**src/rtl/product_accumulator.sv**
```systemverilog
// Sums a burst of LENGTH unsigned 16-bit products and presents the 16-bit saturated total.
// Result valid one cycle after the last accepted product; held in DONE until out_ready.
module product_accumulator #(
    parameter int LENGTH    = 8,
    parameter int ACC_WIDTH = 24
) (
    input  logic        clk,
    input  logic        rst,
    input  logic        start,
    input  logic        in_valid,
    input  logic [15:0] in_data,
    output logic        in_ready,
    output logic        out_valid,
    output logic [15:0] out_data,
    input  logic        out_ready,
    output logic        overflow,
    output logic        busy,
    output logic [7:0]  count
);

    typedef enum logic [1:0] {
        S_IDLE  = 2'd0,
        S_ACCUM = 2'd1,
        S_DONE  = 2'd2
    } state_t;

    localparam logic [ACC_WIDTH-1:0] SAT_LIMIT = ACC_WIDTH'(16'hFFFF);
    localparam logic [7:0]           LAST_IDX  = 8'(LENGTH - 1);

    generate
        if (LENGTH < 1 || LENGTH > 256) begin : g_bad_length
            $error("product_accumulator: LENGTH must be in 1..256");
        end
        if (ACC_WIDTH < 16 + $clog2(LENGTH)) begin : g_bad_width
            $error("product_accumulator: ACC_WIDTH too narrow for LENGTH products");
        end
    endgenerate

    state_t                 r_state;
    state_t                 w_next;
    logic [ACC_WIDTH-1:0]   r_acc;
    logic [7:0]             r_count;
    logic                   w_clear;
    logic                   w_accept;
    logic                   w_sat;

    always_ff @(posedge clk) begin
        if (rst) begin
            r_state <= S_IDLE;
            r_acc   <= '0;
            r_count <= '0;
        end else begin
            r_state <= w_next;
            if (w_clear) begin
                r_acc   <= '0;
                r_count <= '0;
            end else if (w_accept) begin
                r_acc   <= r_acc + ACC_WIDTH'(in_data);
                r_count <= r_count + 8'd1;
            end
        end
    end

    always_comb begin
        w_next   = r_state;
        w_clear  = 1'b0;
        w_accept = 1'b0;
        case (r_state)
            S_IDLE: begin
                if (start) begin
                    w_clear = 1'b1;
                    w_next  = S_ACCUM;
                end
            end
            S_ACCUM: begin
                if (in_valid) begin
                    w_accept = 1'b1;
                    if (r_count == LAST_IDX) begin
                        w_next = S_DONE;
                    end
                end
            end
            S_DONE: begin
                if (out_ready) begin
                    w_next = S_IDLE;
                end
            end
            default: w_next = S_IDLE;
        endcase
    end

    // For LENGTH=256 the 8-bit count wraps to 0 once the burst is full.
    assign w_sat     = (r_acc > SAT_LIMIT);
    assign in_ready  = (r_state == S_ACCUM);
    assign out_valid = (r_state == S_DONE);
    assign busy      = (r_state != S_IDLE);
    assign count     = r_count;
    assign out_data  = out_valid ? (w_sat ? 16'hFFFF : r_acc[15:0]) : 16'h0000;
    assign overflow  = out_valid & w_sat;

endmodule

```
**config.mk**
```make
export PLATFORM = sky130hd
export DESIGN_NAME = product_accumulator
export DESIGN_NICKNAME = d
export VERILOG_FILES = /design/src/rtl/product_accumulator.sv
export SDC_FILE = /design/constraint.sdc
export NUM_CORES = 1
export LEC_CHECK = 0
export ABC_CLOCK_PERIOD_IN_PS = 7200
export CORE_MARGIN = 4
export CORE_UTILIZATION = 56
export CTS_CLUSTER_DIAMETER = 60
export DETAILED_ROUTE_END_ITERATION = 10
export GPL_ROUTABILITY_DRIVEN = 0
export GPL_TIMING_DRIVEN = 0
export PLACE_DENSITY = 0.85
export REMOVE_ABC_BUFFERS = 1
export SKIP_CTS_REPAIR_TIMING = 1
export SLEW_MARGIN = 20
export SYNTH_ARGS = -nofsm -noshare
export SYNTH_HDL_FRONTEND = slang
export SYNTH_SLANG_ARGS = --single-unit
```
**constraint.sdc**
```tcl
create_clock -name clk -period 7.2 [get_ports clk]
set_input_delay 1.44 -clock clk [delete_from_list [all_inputs] [get_ports clk]]
set_output_delay 1.44 -clock clk [all_outputs]
set_load 0.02 [all_outputs]
```
== Word-level counts from Yosys, hierarchy flattened ==
Cells that the tools add are included.

* Register bits after elaboration: 34
* Bits in latches: 0
* Memory bits (writable): 0
* ROM bits: 0
* Input port bits: 21
* Output and inout bits: 28
* Memories kept: 0

* $add $sub $neg: 2
* Multiply operators: 0
* Divide/modulo/power cells: 0
* Magnitude comparators: 1
* Equality and inequality tests: 7
* Shift-type cells: 0
* Muxes and demuxes: 11
* Bitwise logic cells: 1
* Reductions and logical operators: 4

{| class="wikitable"
|+ Operator list
! cell !! count
|-
| 16-bit 2-to-1 mux || 2
|-
| 24-bit by 16-bit adder with 24-bit output || 1
|-
| 24-bit by 16-bit greater-than comparator with 1-bit output, second input constant || 1
|-
| 8-bit by 1-bit adder with 8-bit output, second input constant || 1
|-
| 8-bit by 3-bit == test with 1-bit output, second input constant || 1
|-
| 2-bit 2-to-1 mux || 4
|-
| 2-bit one-hot mux with 3 select lines || 1
|-
| 1-bit 2-to-1 mux || 4
|-
| 2-bit by 1-bit != test with 1-bit output, second input constant || 2
|-
| 2-bit != test, second input constant || 2
|-
| 4-bit AND reduction || 1
|-
| 2-bit by 1-bit == test with 1-bit output, second input constant || 1
|-
| 2-bit == test, second input constant || 1
|-
| 2-bit logical NOT || 1
|-
| 2-bit nonzero test || 1
|-
| 2-bit OR reduction || 1
|-
| 1-bit bitwise AND || 1
|}

== Longest topological paths before layout ==
Gate-level depths: netlist of the first run.

* Depth in word-level cells: 4
* Gate-level depth with buffers: 7

== Worst setup path after synthesis of the first run ==
Ideal clock, no wire load.

* Path kind: input-to-reg
* Start: in in_data[0]
* End: reg r_acc[10]
* Library setup time: 0.122 ns
* Arrival: 3.188 ns
* Data required time: 7.078 ns
* Path slack: 3.890 ns
* Cell stages on the path: 7
* Path buffers: 0
* Path through: ha_1 fa_1 a21o_1 a221oi_2 o211ai_1 and3_1 a311o_1

* Cells in the longest elaborated chain, start to end: 1

{| class="wikitable"
|+ Ends and longest elaborated chain
! element !! line !! source
|-
| start: declaration || 11 || <nowiki>input logic [15:0] in_data,</nowiki>
|-
| 24-bit by 16-bit adder with 24-bit output || 58 || <nowiki>r_acc <= r_acc + ACC_WIDTH'(in_data);</nowiki>
|-
| end signal: assignment || 58 ||
|-
| end: declaration || 41 || <nowiki>logic [ACC_WIDTH-1:0] r_acc;</nowiki>
|}

Every way passes these cells.
A chain may end at the register's enable or synchronous reset.

== Final worst setup path of the first run ==
* Start: reg r_state[0]
* End: out out_data[12]

* Cells in the longest elaborated chain, start to end: 2

{| class="wikitable"
|+ Ends and longest elaborated chain
! element !! line !! source
|-
| start: declaration || 39 || <nowiki>state_t r_state;</nowiki>
|-
| start signal: assignment || 53 || <nowiki>r_state <= w_next;</nowiki>
|-
| 2-bit == test || 95 || <nowiki>assign out_valid = (r_state == S_DONE);</nowiki>
|-
| 16-bit 2-to-1 mux || 98 || <nowiki>assign out_data = out_valid ? (w_sat ? 16'hFFFF : r_acc[15:0]) : 16'h0000;</nowiki>
|-
| end: declaration || 14 || <nowiki>output logic [15:0] out_data,</nowiki>
|}

Every way passes these cells.

==> metrics.txt, run 1 <==
final WL=6.56 mm; Critical Path AT=2720 ps; Layout Skew=~9.7 ps; Worst R2R End=r_acc[10]; Worst Max-Slew Pin Slew=roughly 950 ps; Post-synth ARST share=0%; Hold EP=r_acc[23]; dominant synthesized flop cell=dfxtp_1; most common cell in the netlist=nand2_1; final setup violating endpoints=0; via count=about 2600; Synth Cell Area=2530 sq um; post-synth cell types=between 50 and 60; Reg area=between 600 and 700 sq um; wire length per cell=about 16 microns; Initial Util=58.2%; fin area=3110 sq um; placed cell area=between 3000 and 4000 sq um; PortBufs=48; Root Buffer=clkbuf_8; Min-Delay Path Class=reg -> reg; area grow syn2layout=22.9%; Final Max Tran Viols=0; reg-to-reg startpoint=r_acc[0]; clock period minus final worst setup slack=around 4200 ps; die area=roughly 5700 sq um; Worst IR Drop VDD=0.000131 V; GR Util All Layers=24.5%; hold_sp=r_acc[23]; CTS tree=yes; Post-synth EDFFs=0; Pre-antenna DRT Iters=7; dpl cells=around 400; Post-route DRC=0; Site Rows=24; via-per-instance ratio=around 6.2; clock buffer depth=2; Syn Inst Count=around 330; DRT antenna net count=0; Worst Setup End Kind=primary output; crit share post-route=between 50% and 60%; ant diodes=0; sequential area share after synthesis=around 27%; #FFs+latches synth=34; H-tree levels=2; initial detailed-routing violation count=~240; reg2reg setup slack=between 4000 and 5000 ps; first-pass GRT wire length=roughly 11 mm; CTS buffer count=5; pin count of the biggest net entering global routing=24; fmax=240 MHz; Ys Warns=0; share of cells above drive strength 1=a little over 4%; cell taking the most area after synthesis=dfxtp_1; unrepaired setup endpoints after global routing=false; pwr dens=between 100 and 150 nW/um^2; status=completed; worst hold stages=2; clock latency on the worst-skew pair=approximately 300 ps; Core Region=approximately 4400 sq um; Reg clk slew, reported paths=around 80 ps; setup TNS=0 ps; antenna violations before repair=0; I/O pin count=between 40 and 50; main area contributors after synthesis=dfxtp_1 (27%), ha_1 (8.4%), a21o_1 (6.8%); R2R depth=7; slew margin rel.=a little over a third; Crit Path Max Fanout=19; clock sink count=34; Synth top area share=26.9%; non-filler cells, final=approximately 420; max_cap viols=0; # nets final=a little over 400; fin util=between 70 and 80%; multi-input logic area=about 1800 sq um; Hold Vio Cnt, Final=0; grt ovf=0; number of fill cells=between 300 and 400; Avg Synthesized Cell Area=roughly 7.8 sq um; LEAKAGE=0.00127 uW; startpoint types=flip-flop; vias in the first global route=roughly 2500; power consumption=between 400 and 500 uW; Crit Path Category=reg -> out; most common library cells after synthesis=nand2_1 (40), dfxtp_1 (34), a21oi_1 (33); Horiz. Die Dim=approximately 75 microns; critical path data required time=about 5800 ps; Post-DP HPWL=between 4 and 5 mm; Die Span Y=roughly 75 microns
[routing by layer]
metal / vias to the layer above / wire length [microns] / GRT usage (%)
li1: 1274 / - / -
met1: 1212 / 2970 / 31.1
met2: 90 / 3090 / 40.5
met3: 10 / 396 / 5.07
met4: 0 / 107 / 9.90
met5: - / 0 / 0
[flip-flops by register name, indices dropped and copies added (netlist names)]
signal   count
count        8
r_state      2
r_acc       24
[per-stage QoR]
stage	setup WS, ps	hold slack, ps
after floorplan	3780	443
after global placement	2950	459
after detailed placement	3250	467
after CTS	3080	482
after global routing	2970	505
final	3040	478
[cells by family after synthesis]
logic type / share of synthesized area (%)
xor+xnor: 5.53
buf+inv: 3.95
simple gates: 24.0
flops: 26.9
compound gates: 27.7
mux: 2.77
fa+ha+maj: 9.19
[area by class of cell]
class | count | share of cell area, %
inverters | 6 | 0.723
multi-input cells | 268 | 56.5
clock inverters | 3 | 0.683
repair buffers | 49 | 15.9
well taps | 52 | 2.09
flip-flops and latches | 34 | 21.9
clock buffers | 5 | 2.21
[worst max path at each step]
stage	from	endpoint	slack [ps]
after floorplan	r_state[0]	out_data[0]	3780
after global placement	r_state[0]	overflow	2950
after detailed placement	in_data[0]	r_acc[10]	3250
after CTS	r_state[0]	out_data[12]	3080
after global routing	r_state[0]	out_data[12]	2970
final	r_state[0]	out_data[12]	3040
[power breakdown]
group,total (uW),leakage (uW),switching (uW),internal [uW]
sequential,194,0.000275,3.05,191
combinational,78.2,0.000954,45.7,32.4
clock,150,0.0000441,82.0,68.0
[worst max-delay path, cell delays in order, from the launching register on]
cell,delay [ps]
dfxtp_1,350
and2b_2,480
a21boi_2,800
a21o_1,170
clkdlybuf4s50_1,610
[layout by cell type (no fill, tap or decap), types with 3 or more instances in the layout]
cell / n
a21oi_1: 32
o21a_1: 3
o211ai_1: 5
clkdlybuf4s50_1: 48
xor2_1: 11
a211oi_1: 4
inv_1: 6
ha_1: 17
nor3_1: 5
and3_1: 6
nor2_1: 21
nand2b_1: 8
nand4_1: 7
clkbuf_8: 5
o21ai_1: 4
dfxtp_1: 34
o21ai_0: 13
or3_1: 3
mux2i_1: 7
nand2_1: 40
nand3_1: 16
xnor2_1: 5
nor4_1: 4
a21o_1: 23
Note: power is estimated with default switching activity, not from simulation.
==> run 2: changes to the inputs <==
--- a/config.mk
+++ b/config.mk
@@ -5,14 +5,14 @@
 export SDC_FILE = /design/constraint.sdc
 export NUM_CORES = 1
 export LEC_CHECK = 0
-export ABC_CLOCK_PERIOD_IN_PS = 7200
+export ABC_CLOCK_PERIOD_IN_PS = 3370
 export CORE_MARGIN = 4
-export CORE_UTILIZATION = 56
+export CORE_UTILIZATION = 47
 export CTS_CLUSTER_DIAMETER = 60
 export DETAILED_ROUTE_END_ITERATION = 10
 export GPL_ROUTABILITY_DRIVEN = 0
 export GPL_TIMING_DRIVEN = 0
-export PLACE_DENSITY = 0.85
+export PLACE_DENSITY = 0.76
 export REMOVE_ABC_BUFFERS = 1
 export SKIP_CTS_REPAIR_TIMING = 1
 export SLEW_MARGIN = 20
==> constraint.sdc (replaced) <==
create_clock -name clk -period 3.37 [get_ports clk]
set_input_delay 0.674 -clock clk [delete_from_list [all_inputs] [get_ports clk]]
set_output_delay 0.674 -clock clk [all_outputs]
set_load 0.02 [all_outputs]
==> metrics.txt, run 2 (same netlist as run 1, synthesis figures left out) <==
Slowest Stage Delay on Critical Path=around 610 ps; Worst IR Drop VDD=0.000222 V; Reg clk slew, reported paths=roughly 80 ps; CTS buffer count=5; Pre-antenna DRT Iters=4; pin count of the biggest net entering global routing=24; antenna violations before repair=0; Biggest register=r_acc; PortBufs=48; sw frac=a little over a quarter; CP Cell Sequence=and2b_2, a21boi_4, buf_6, a21o_1, clkdlybuf4s50_1; I/O pin count=just under 50; CTS tree=yes; Flop pwr share=between 30% and 40%; placed cell area=3060 sq um; GR Util All Layers=21.3%; Layout Skew=~5.0 ps; number of fill cells=approximately 460; via count=roughly 2500; Die Span Y=roughly 81 microns; # nets final=between 400 and 500; Root Buffer=clkbuf_8; Final Max Tran Viols=0; Clock Power Share=44.4%; unrepaired setup endpoints after global routing=false; Core Region=5170 sq um; die area=approximately 6600 sq um; Post-route DRC=0; first-pass GRT wire length=around 11 mm; non-filler cells, final=436; initial detailed-routing violation count=257; H-tree levels=2; Int Pwr=a little under 800 uW; Post-DP HPWL=4.69 mm; wire length per cell=15.1 microns; pwr dens=around 330 nW/um^2; power share of the combinational group=about 16%; most frequent cells in the layout=clkdlybuf4s50_1 (48), nand2_1 (40), dfxtp_1 (34); DRT antenna net count=0; Site Rows=26; Hold Vio Cnt, Final=0; final WL=between 6 and 7 mm; clock period minus final worst setup slack=roughly 3100 ps; crit share post-route=between 90% and 100%; area grow syn2layout=26.4%; clock sink count=34; dpl cells=428; Worst Setup End Kind=primary output; Horiz. Die Dim=81.4 microns; clock latency on the worst-skew pair=approximately 290 ps; Initial Util=between 40 and 50%; Critical-path top delay cell=clkdlybuf4s50_1; via-per-instance ratio=around 6; share of cells above drive strength 1=~4.4%; status=completed; fmax=318 MHz; Crit Path Category=reg -> out; commonest non-fill, non-tap cell in the layout=clkdlybuf4s50_1; slew margin rel.=between 30 and 40%; final setup violating endpoints=0; Net Switching=between 200 and 300 uW; ant diodes=0; fin area=between 3000 and 4000 sq um; startpoint types=flip-flop; LEAKAGE=0.00130 uW; Critical Path AT=2470 ps; setup TNS=0 ps; Worst Max-Slew Pin Slew=1010 ps; max reg flops=24; critical path data required time=2700 ps; Crit Path Max Fanout=19; clock buffer depth=2; vias in the first global route=roughly 2400; Min-Delay Path Class=reg -> reg; max_cap viols=0; grt ovf=0
==> run 2: changes by cell type in the layout (fill, tap and decap cells not counted), sizes merged <==
cell and change:
buf +1, bufinv +2, clkinv -1, clkinvlp -1
==> run 2: layout make-up <==
cell class / instances / area, sq um / share of cell area [%]
Multi-Input combinational cell: 268 / 1770 / 55.2
Clock buffer: 5 / 68.8 / 2.15
Inverter: 6 / 22.5 / 0.703
Tap cell: 70 / 87.6 / 2.73
Sequential cell: 34 / 681 / 21.3
Clock inverter: 3 / 68.8 / 2.15
Timing Repair Buffer: 50 / 507 / 15.8
==> run 2: critical path, delay by kind of cell (launching register included) <==
| kind | cells | cell delay, ps |
|---|---|---|
| buf+inv | 2 | 810 |
| compound gates | 2 | 530 |
| flops | 1 | 340 |
| simple gates | 1 | 480 |
==> run 2: routing by layer <==
layer	GRT usage, %	vias to the layer above	wire length [microns]
met5	0	-	0
met4	6.42	0	151
met3	4.39	13	456
met2	34.4	87	2950
met1	28.6	1175	3050
li1	-	1273	-
==> run 2: metrics by stage <==
stage | power [uW] | setup slack, ps | util [%] | hold WS [ps]
6_report | 1050 | 229 | 61.9 | 477
5_1_grt | 1090 | 112 | 61.9 | 503
4_1_cts | 1050 | 91.0 | 61.8 | 478
3_5_place_dp | 589 | 246 | 59.1 | 467
3_3_place_gp | 583 | -186 | 58.5 | 457
2_1_floorplan | 527 | 716 | - | 443
==> run 2: worst paths after layout <==
check / from / endpoint / slack (ps) / cells past startpoint
worst max register to register: r_acc[0] / r_acc[10] / 990 / 7
worst max-delay path: r_state[0] / out_data[12] / 230 / 5
worst min register to register: r_acc[5] / r_acc[5] / 480 / 2
worst min-delay path: r_acc[5] / r_acc[5] / 480 / 2
==> run 2: power by group through the flow <==
| stage | registers [uW] | logic [uW] | clock network, uW |
|---|---|---|---|
| floorplan | 424 | 103 | 0 |
| finish | 415 | 167 | 465 |
| global route | 416 | 184 | 489 |
| detailed placement | 425 | 164 | 0 |
| CTS | 415 | 166 | 470 |
| global placement | 424 | 159 | 0 |
